==> src/rtl/instr_mem_loader_pkg.sv <==
// Shared definitions for the instruction-memory loader: FSM state encoding
// and the byte-stream framing constants.
package instr_mem_loader_pkg;

   localparam int HDR_BYTES      = 2;
   localparam int BYTES_PER_WORD = 4;

   typedef enum logic [2:0] {
      ST_IDLE   = 3'd0,
      ST_HDR_HI = 3'd1,
      ST_HDR_LO = 3'd2,
      ST_LOAD   = 3'd3,
      ST_WRITE  = 3'd4,
      ST_DONE   = 3'd5
   } state_e;

endpackage

==> src/rtl/instr_mem_loader_if.sv <==
// Byte-stream handshake plus instruction-memory write port. The loader is
// the master; the host front end and the memory sit on the slave side.
interface instr_mem_loader_if #(
   parameter int ADDR_W = 8,
   parameter int DATA_W = 32
);
   logic [7:0]        byte_in;
   logic              byte_valid;
   logic              byte_ready;
   logic              mem_we;
   logic [ADDR_W-1:0] mem_addr;
   logic [DATA_W-1:0] mem_wdata;

   modport master (
      input  byte_in, byte_valid,
      output byte_ready, mem_we, mem_addr, mem_wdata
   );

   modport slave (
      output byte_in, byte_valid,
      input  byte_ready, mem_we, mem_addr, mem_wdata
   );
endinterface

==> src/rtl/instr_mem_loader_byte_word_packer.sv <==
// Assembles four stream bytes into one big-endian word; word_full marks the
// transfer that supplies the last byte, with the complete word on 'word'.
module byte_word_packer
   import instr_mem_loader_pkg::*;
(
   input  logic        clk_CPU,
   input  logic        rst_n,
   input  logic        clr,
   input  logic        shift_en,
   input  logic [7:0]  byte_in,
   output logic [31:0] word,
   output logic        word_full
);

   logic [1:0]  idx_q, idx_d;
   logic [23:0] part_q, part_d;

   // Byte index and the three leading bytes of the word in progress
   always_comb begin
      idx_d  = idx_q;
      part_d = part_q;
      if (clr) begin
         idx_d  = 2'd0;
         part_d = 24'd0;
      end else if (shift_en) begin
         idx_d  = idx_q + 2'd1;
         part_d = {part_q[15:0], byte_in};
      end else begin
         idx_d  = idx_q;
         part_d = part_q;
      end
   end

   // Packer state register
   always_ff @(posedge clk_CPU or negedge rst_n) begin
      if (!rst_n) begin
         idx_q  <= 2'd0;
         part_q <= 24'd0;
      end else begin
         idx_q  <= idx_d;
         part_q <= part_d;
      end
   end

   assign word      = {part_q, byte_in};
   assign word_full = shift_en && !clr && (idx_q == 2'(BYTES_PER_WORD - 1));

endmodule

==> src/rtl/instr_mem_loader.sv <==
// Loads instruction memory from a header-framed byte stream and holds the CPU
// until the program is in place.
module instr_mem_loader
   import instr_mem_loader_pkg::*;
#(
   parameter int ADDR_W = 8,
   parameter int DATA_W = 32
) (
   input  logic              clk_CPU,
   input  logic              rst_n,
   input  logic              start,
   instr_mem_loader_if.master bus,
   output logic              cpu_hold,
   output logic              done,
   output logic              err,
   output logic [ADDR_W:0]   words_loaded
);

   localparam logic [16:0] DEPTH = 17'd1 << ADDR_W;

   state_e            state_q, state_d;
   logic [15:0]       n_q, n_d;
   logic [ADDR_W-1:0] widx_q, widx_d;
   logic [ADDR_W:0]   wl_q, wl_d;
   logic [ADDR_W:0]   wl_inc_s;
   logic              err_q, err_d;
   logic              done_q, done_d;
   logic              hold_q, hold_d;
   logic              ready_q, ready_d;
   logic              we_q, we_d;
   logic [ADDR_W-1:0] addr_q, addr_d;
   logic [DATA_W-1:0] wdata_q, wdata_d;
   logic              xfer_s;
   logic [15:0]       n_full_s;
   logic              pk_clr_s, pk_shift_s, pk_full_s;
   logic [31:0]       pk_word_s;

   assign xfer_s     = bus.byte_valid && ready_q;
   assign n_full_s   = {n_q[15:8], bus.byte_in};
   assign wl_inc_s   = wl_q + {{ADDR_W{1'b0}}, 1'b1};
   assign pk_clr_s   = xfer_s && (state_q == ST_HDR_LO);
   assign pk_shift_s = xfer_s && (state_q == ST_LOAD);

   byte_word_packer u_packer (
      .clk_CPU   (clk_CPU),
      .rst_n     (rst_n),
      .clr       (pk_clr_s),
      .shift_en  (pk_shift_s),
      .byte_in   (bus.byte_in),
      .word      (pk_word_s),
      .word_full (pk_full_s)
   );

   // Next-state logic; every output is derived from the next state so it is registered
   always_comb begin
      state_d = state_q;
      n_d     = n_q;
      widx_d  = widx_q;
      wl_d    = wl_q;
      err_d   = err_q;
      addr_d  = addr_q;
      wdata_d = wdata_q;
      case (state_q)
         ST_IDLE, ST_DONE: begin
            if (start) state_d = ST_HDR_HI;
            else       state_d = state_q;
         end
         ST_HDR_HI: begin
            if (xfer_s) begin
               n_d     = {bus.byte_in, 8'h00};
               state_d = ST_HDR_LO;
            end else begin
               state_d = state_q;
            end
         end
         ST_HDR_LO: begin
            if (xfer_s) begin
               n_d    = n_full_s;
               err_d  = 1'b0;
               wl_d   = '0;
               widx_d = '0;
               if (n_full_s == 16'd0) begin
                  state_d = ST_DONE;
               end else if ({1'b0, n_full_s} > DEPTH) begin
                  err_d   = 1'b1;
                  state_d = ST_DONE;
               end else begin
                  state_d = ST_LOAD;
               end
            end else begin
               state_d = state_q;
            end
         end
         ST_LOAD: begin
            if (pk_full_s) begin
               addr_d  = widx_q;
               wdata_d = DATA_W'(pk_word_s);
               state_d = ST_WRITE;
            end else begin
               state_d = state_q;
            end
         end
         ST_WRITE: begin
            widx_d = widx_q + {{(ADDR_W-1){1'b0}}, 1'b1};
            wl_d   = wl_inc_s;
            if (17'(wl_inc_s) == {1'b0, n_q}) state_d = ST_DONE;
            else                              state_d = ST_LOAD;
         end
         default: state_d = ST_IDLE;
      endcase

      ready_d = (state_d == ST_HDR_HI) || (state_d == ST_HDR_LO) || (state_d == ST_LOAD);
      we_d    = (state_d == ST_WRITE);
      done_d  = (state_d == ST_DONE);
      hold_d  = (state_d != ST_DONE);
   end

   // Loader state and output registers
   always_ff @(posedge clk_CPU or negedge rst_n) begin
      if (!rst_n) begin
         state_q <= ST_IDLE;
         n_q     <= 16'd0;
         widx_q  <= '0;
         wl_q    <= '0;
         err_q   <= 1'b0;
         done_q  <= 1'b0;
         hold_q  <= 1'b1;
         ready_q <= 1'b0;
         we_q    <= 1'b0;
         addr_q  <= '0;
         wdata_q <= '0;
      end else begin
         state_q <= state_d;
         n_q     <= n_d;
         widx_q  <= widx_d;
         wl_q    <= wl_d;
         err_q   <= err_d;
         done_q  <= done_d;
         hold_q  <= hold_d;
         ready_q <= ready_d;
         we_q    <= we_d;
         addr_q  <= addr_d;
         wdata_q <= wdata_d;
      end
   end

   assign bus.byte_ready = ready_q;
   assign bus.mem_we     = we_q;
   assign bus.mem_addr   = addr_q;
   assign bus.mem_wdata  = wdata_q;
   assign cpu_hold       = hold_q;
   assign done           = done_q;
   assign err            = err_q;
   assign words_loaded   = wl_q;

endmodule

==> src/flat_wrapper.sv <==
// flat-port wrapper written by rule: the top's interface ports become plain ports
module instr_mem_loader_flat import instr_mem_loader_pkg::*;
#(
   parameter int ADDR_W = 8,
   parameter int DATA_W = 32
)
  (clk_CPU, rst_n, start, cpu_hold, done, err, words_loaded, bus_byte_in, bus_byte_valid, bus_byte_ready, bus_mem_we, bus_mem_addr, bus_mem_wdata);
  instr_mem_loader_if #(.ADDR_W(ADDR_W), .DATA_W(DATA_W)) bus_i ();
  input  logic clk_CPU;
  input  logic rst_n;
  input  logic start;
  output logic cpu_hold;
  output logic done;
  output logic err;
  output logic [ADDR_W:0] words_loaded;
  input wire logic [$bits(bus_i.byte_in)-1:0] bus_byte_in;
  input wire logic [$bits(bus_i.byte_valid)-1:0] bus_byte_valid;
  output wire logic [$bits(bus_i.byte_ready)-1:0] bus_byte_ready;
  output wire logic [$bits(bus_i.mem_we)-1:0] bus_mem_we;
  output wire logic [$bits(bus_i.mem_addr)-1:0] bus_mem_addr;
  output wire logic [$bits(bus_i.mem_wdata)-1:0] bus_mem_wdata;
  assign bus_i.byte_in = bus_byte_in;
  assign bus_i.byte_valid = bus_byte_valid;
  assign bus_byte_ready = bus_i.byte_ready;
  assign bus_mem_we = bus_i.mem_we;
  assign bus_mem_addr = bus_i.mem_addr;
  assign bus_mem_wdata = bus_i.mem_wdata;
  instr_mem_loader #(.ADDR_W(ADDR_W), .DATA_W(DATA_W)) u_core (.clk_CPU(clk_CPU), .rst_n(rst_n), .start(start), .bus(bus_i), .cpu_hold(cpu_hold), .done(done), .err(err), .words_loaded(words_loaded));
endmodule
==> config.mk <==
export PLATFORM = sky130hd
export DESIGN_NAME = instr_mem_loader_flat
export DESIGN_NICKNAME = d
export VERILOG_FILES = /design/src/rtl/instr_mem_loader_pkg.sv /design/src/rtl/instr_mem_loader_if.sv /design/src/rtl/instr_mem_loader_byte_word_packer.sv /design/src/rtl/instr_mem_loader.sv /design/src/flat_wrapper.sv
export SDC_FILE = /design/constraint.sdc
export NUM_CORES = 1
export LEC_CHECK = 0
export BUFFER_PORTS_ARGS = -buffer_cell sky130_fd_sc_hd__buf_4
export CORE_MARGIN = 4
export CORE_UTILIZATION = 45
export DETAILED_ROUTE_END_ITERATION = 7
export PLACE_DENSITY = 0.65
export SLEW_MARGIN = 40
export SYNTH_ARGS = -nofsm -noshare
export SYNTH_HDL_FRONTEND = slang
export SYNTH_SLANG_ARGS = --single-unit
==> constraint.sdc <==
create_clock -name clk_CPU -period 2.76 [get_ports clk_CPU]
set_input_delay 0.552 -clock clk_CPU [delete_from_list [all_inputs] [get_ports clk_CPU]]
set_output_delay 0.552 -clock clk_CPU [all_outputs]
set_load 0.005 [all_outputs]
[Word-level counts from Yosys, hierarchy flattened]
Index checks and enable logic that the tools add are counted.
Storage, ports and cells
  register bits after elaboration: 107
  input bits: 12
  output and inout port bits: 54
  word-level logic and storage cells: 74
Operators by class
  muxes and demuxes: 21
  reduce and logical (&&, ||, !) cells: 19
  $lt $le $gt $ge: 1
  bitwise logic cells: 1
  equal/unequal tests: 15
  add/sub/neg operators: 3
Operator list (number)
  2-to-1 mux 24 bit: 2
  one-hot mux 16 bit (2 select lines): 1
  2-to-1 mux 3 bit: 7
  one-hot mux 9 bit (2 select lines): 1
  equality test 9 x 16 -> 1 bit: 1
  greater-than comparator 16 x 9 -> 1 bit, second input constant: 1
  zero test 16 bit: 1
  2-to-1 mux 16 bit: 1
  2-to-1 mux 8 bit: 2
  one-hot mux 8 bit (2 select lines): 1
  one-hot mux 3 bit (5 select lines): 1
  equality test 3 x 2 -> 1 bit, second input constant: 4
  equality test 3 bit, second input constant: 4
  adder 9 x 1 -> 9 bit, second input constant: 1
  2-to-1 mux 9 bit: 1
  adder 8 x 1 -> 8 bit, second input constant: 1
  equality test 3 x 1 -> 1 bit, second input constant: 2
  AND reduction 2 bit: 3
  AND reduction 3 bit: 2
  nonzero test 2 bit: 3
  logical AND 1 bit: 5
  2-to-1 mux 2 bit: 2
  inequality test 2 x 1 -> 1 bit, second input constant: 2
  zero test 3 bit: 1
  other kinds (8): 10

[Longest topological paths before layout]
  depth in word-level cells: 10
  mapped depth: 8
  gate-level depth less buffers: 6

[Modules after synthesis]
Synthesis repeated with hierarchy kept, for this count alone.
Unflattened totals
  cell total of the unflattened synthesis: 517
  area total of the unflattened synthesis: 4848.4 um2
Modules (own cells, without submodules)
  instr_mem_loader: instances 1, seq. area each 2028.2 um2, area each 3692.3 um2, cells each 422
  byte_word_packer: instances 1, seq. area each 650.6 um2, area each 1156.1 um2, cells each 95

[Worst setup path before layout]
No wires, ideal clock.
  kind: register to register
  from: reg u_core.wl_q[1] (netlist: u_core.words_loaded[1])
  to: reg u_core.ready_q (netlist: u_core.bus.byte_ready)
  cell stages (with the launch flop): 7
  library setup time: 0.140 ns
  buffers on the path: 1
  clock period less this slack: 2.050 ns
  path slack: 0.710 ns
  required time: 2.620 ns
  arrival time: 1.910 ns
  cell sequence: dfrtp_1 ha_1 clkbuf_8 or4_1 a21o_2 a2111oi_4 nor4_1
Between the ends
  cells in the longest elaborated chain, start to end: 7
  elaborated cells on any way between the ends: 9
  classes of those cells: 1 x add/sub; 4 x eq/ne; 2 x mux; 2 x reduce/logical
Ends and longest elaborated chain
  start: declaration: line instr_mem_loader.sv:24  | logic [ADDR_W:0] wl_q, wl_d;
  start signal: assignment: line instr_mem_loader.sv:136  | wl_q <= wl_d;
  adder 9 x 1 -> 9 bit *: line instr_mem_loader.sv:40  | assign wl_inc_s = wl_q + {{ADDR_W{1'b0}}, 1'b1};
  equality test 9 x 16 -> 1 bit *: line instr_mem_loader.sv:106  | if (17'(wl_inc_s) == {1'b0, n_q}) state_d = ST_DONE;
  2-to-1 mux 3 bit *: line instr_mem_loader.sv:106
  one-hot mux 3 bit (5 select lines) *: line instr_mem_loader.sv:63  | case (state_q)
  equality test 3 x 1 -> 1 bit / equality test 3 x 2 -> 1 bit (equally long branches): line instr_mem_loader.sv:112  | ready_d = (state_d == ST_HDR_HI) || (state_d == ST_HDR_LO) || (state_d == ST_LOAD);
  logical OR 1 bit: line instr_mem_loader.sv:112
  logical OR 1 bit *: line instr_mem_loader.sv:112
  via u_core.ready_d: line instr_mem_loader.sv:29  | logic ready_q, ready_d;
  end signal: assignment: line instr_mem_loader.sv:140  | ready_q <= ready_d;
  end: declaration: line instr_mem_loader.sv:29
Mark *: on every way through the listed nets, which the timed path passes. The rest lies on a longest branch.
A chain may end at the register's enable or synchronous reset.

[Worst setup path after layout]
  from: reg u_core.wl_q[0] (netlist: u_core.words_loaded[0])
  to: reg u_core.ready_q (netlist: u_core.bus.byte_ready)
The elaborated chain is that of the path after synthesis.

==> flow_summary.rst <==
.. list-table::
   :header-rows: 1

   * - Metric
     - Value
   * - Cells along the critical path
     - ha_1, a21oi_1, o31ai_1, a2111o_1, a2111oi_4, nor4_1
   * - DRC violation count after routing
     - 0
   * - Total of max-cap violations
     - 0
   * - Instance area after placement
     - 5310 um^2
   * - RePlAce Congestion
     - 0.820
   * - Static power due to leakage
     - 2.76 nW
   * - Buffers inserted during post-CTS setup optimization
     - 0
   * - Delay contributed by the slowest stage of the critical path
     - 0.50 ns
   * - Most frequent standard cell in the layout excluding fill and tap cells
     - nand2_1
   * - Vias in the first global route
     - 3577
   * - Slack of the critical path
     - 0.523 ns
   * - Avg WL per Cell
     - 14.9 um
   * - Placed Instances
     - 693
   * - CTS-repair resized insts
     - 0
   * - Max rail drop VDD
     - 458 uV
   * - First-pass GRT wire length
     - 18200 um
   * - First-pass iteration count of the detailed router
     - 4
   * - Fin Setup TNS
     - 0 ns
   * - Starting DRT DRC Count
     - 207
   * - Crit path time final
     - 2.24 ns
   * - Biggest area contributors in the synthesized netlist
     - dfrtp_1, nand2_1, o21ai_0
   * - Final clock period utilization by the worst path
     - 0.811
   * - Worst-case hold slack
     - 0.140 ns
   * - Number of distinct library cell variants in the gate-level netlist after synthesis
     - 55
   * - Flip-flop and latch count after synthesis
     - 107
   * - CP Data Required Time
     - 3.00 ns
   * - Worst path bufs/invs
     - 0
   * - CTS HTree Levels
     - 3
   * - Hold WC Path Type
     - in2async
   * - Placed wire-length estimate
     - 7530 um
   * - Synth Cell Area
     - 4740 um^2
   * - Number of core rows
     - 37
   * - Setup repair after global routing missed its margin
     - false
   * - CTS tree
     - yes
   * - Sinks on Clock Net
     - 107
   * - Number of buffers added on ports
     - 65
   * - Clock-pin slew reported for the worst setup and hold paths after clock tree synthesis
     - 0.11 ns
   * - Final Net Count
     - 583
   * - Top achievable clock speed
     - 0.447 GHz
   * - Power density cells
     - 935 nW/um^2
   * - Placeable core region
     - 10300 um^2
   * - Ratio of cells with drive above 1 in the final layout
     - 0.178
   * - Global Route Usage Sum
     - 0.182
   * - Top cell type by total area after synthesis
     - dfrtp_1
   * - Horiz. Die Dim
     - 111 um
   * - Critical-path cell with the highest stage delay
     - dfrtp_1
   * - Family of cells with the greatest summed delay on the critical path
     - compound AO/OA/AOI/OAI gates
   * - Post-synthesis average cell area
     - 9.22 um^2
   * - Effective utilization at floorplan
     - 0.461
   * - Count of final max-slew check failures
     - 0
   * - Number of hold violations in the final report
     - 0
   * - Pre-CTS setup slack
     - 0.498 ns
   * - Share of async-settable or async-resettable flops after synthesis
     - 1.00
   * - CTS Hold Buffers Added
     - 0
   * - Vertical die dimension
     - 111 um
   * - Latest clock arrival within the worst-skew pair
     - 0.37 ns
   * - Commonest non-fill, non-tap cells in the layout
     - nand2_1, dfrtp_1, buf_4, o21ai_0, nor2_1
   * - Power, Total
     - 5.14 mW
   * - Worst-case clock skew
     - 0.0191 ns
   * - Slew HR
     - 0.520
   * - Number of antenna violations at the first check in global routing
     - 0
   * - Critical path class
     - reg2reg
   * - Diodes inserted
     - 0
   * - Kind of start point of the critical path
     - flip-flop
   * - Number of buffers created by CTS
     - 9
   * - Die Outline Area
     - 12200 um^2
   * - Area grow syn2layout
     - 16.1%
   * - Count of flip-flops with a built-in enable after synthesis
     - 0
   * - Routed wire length
     - 10600 um
   * - Worst setup EP type
     - flip-flop
   * - Slew of the pin with the lowest slew margin
     - 0.717 ns
   * - Count of non-filler cells in the finished layout
     - 709
   * - Number of standard cells after synthesis
     - 514
   * - Result of the run
     - completed
   * - Number of inserted filler cells in the final layout
     - 953
   * - Crit path max fanout
     - 11
   * - Number of synthesis warnings
     - 0
   * - Syn nets
     - 529
   * - Share of synthesized area occupied by flip-flops and latches
     - 0.565
   * - Total non-filler cell area in the finished layout
     - 5500 um^2
   * - Fraction of synthesized cell area taken by the top area cell type
     - 0.560
   * - Total global routing overflow
     - 0
   * - Number of I/O pins
     - 66
   * - Worst setup path startpoint
     - u_core.words_loaded[0]$_DFFE_PN0P_
   * - Maximum count of clock buffers along a single path
     - 2
   * - Source of the worst register-to-register timing path
     - u_core.words_loaded[0]$_DFFE_PN0P_
   * - Post-layout util
     - 0.535
   * - Total number of vias
     - 3669
   * - Data arrival, critical path
     - 2.47 ns
   * - Maximum number of pins on one net before global-route repair
     - 52
   * - CTS Root Cell
     - clkbuf_8
   * - Number of nets still failing antenna checks after routing
     - 0
   * - Via-to-Cell Ratio
     - 5.17
   * - Predominant post-synthesis flop cell
     - dfrtp_1
   * - Final setup vio count
     - 0
path summary, 6_finish.rpt:
path / endpoint / slack [ns] / cells after the start
worst max-delay path: u_core.bus.byte_ready$_DFF_PN0_ / 0.52 / 6
worst min-delay path: u_core.words_loaded[2]$_DFFE_PN0P_ / 0.14 / 1
worst max register to register: u_core.bus.byte_ready$_DFF_PN0_ / 0.52 / 6
worst min register to register: u_core.bus.mem_wdata[29]$_DFFE_PN0P_ / 0.48 / 2
max in group asynchronous: u_core.cpu_hold$_DFF_PN1_ / 1.88 / 2
min in group clk_CPU: u_core.bus.mem_wdata[5]$_DFFE_PN0P_ / 0.40 / 3
area by class of cell:
class | instances | area (um^2) | area share
timing repair buffer | 74 | 568 | 0.103
tap | 136 | 170 | 0.0309
sequential | 107 | 2680 | 0.487
clock inverter | 6 | 55.1 | 0.0100
multi-input combinational | 371 | 1870 | 0.340
inverter | 5 | 21.3 | 0.00387
clock buffer | 10 | 138 | 0.0250
layer usage:
layer | share of wire | vias to the layer above | track usage
met5 | 0 | - | 0
met4 | 0.015 | 0 | 0.0599
met3 | 0.052 | 14 | 0.0362
met2 | 0.45 | 90 | 0.278
met1 | 0.48 | 1742 | 0.261
li1 | - | 1823 | -
worst register-to-register path: cells and delay by family (launching register included):
| kind | cells | cell delay (ns) |
|---|---|---|
| AO/OA/AOI/OAI | 4 | 1.15 |
| AND/OR/NAND/NOR | 1 | 0.09 |
| flip-flops | 1 | 0.50 |
| adder cells (fa/ha/maj) | 1 | 0.36 |
power by group:
part           switching (mW)  internal [mW]
logic                   0.869          0.786
clock network           0.562          0.370
registers               0.459           2.10
total                    1.89           3.25
registers in the layout, indices dropped and copies added (netlist names):
register	cells
u_core.bus.byte_ready	1
u_core.bus.mem_addr	8
u_core.bus.mem_wdata	32
u_core.bus.mem_we	1
u_core.cpu_hold	1
u_core.done	1
u_core.err	1
u_core.n_q	16
u_core.state_q	3
u_core.u_packer.idx_q	2
u_core.u_packer.part_q	24
u_core.widx_q	8
u_core.words_loaded	9
synth_stat cells (all sizes together), types with 2 or more instances:
cell type,number
xnor2,5
nor2,11
nor4,2
dfrtp,106
buf,10
a22o,9
nand2b,2
or3,7
o41ai,2
a21oi,7
mux2i,3
o32ai,2
o21ai,58
nand3,8
nor2b,3
a31oi,5
and3b,2
o31ai,3
inv,5
nand4,5
xor2,6
nand2,205
or4,4
nor3,3
ha,3
clkbuf,21
and3,2
kinds of logic after synthesis:
| group | after synthesis | synth area share |
|---|---|---|
| AO/OA/AOI/OAI | 95 | 0.124 |
| XOR/XNOR | 11 | 0.0203 |
| adder cells (fa/ha/maj) | 3 | 0.00792 |
| buffers and inverters | 36 | 0.0399 |
| flip-flops | 107 | 0.565 |
| multiplexers | 3 | 0.00634 |
| AND/OR/NAND/NOR | 259 | 0.236 |
Note: power is estimated with default switching activity, not from simulation.
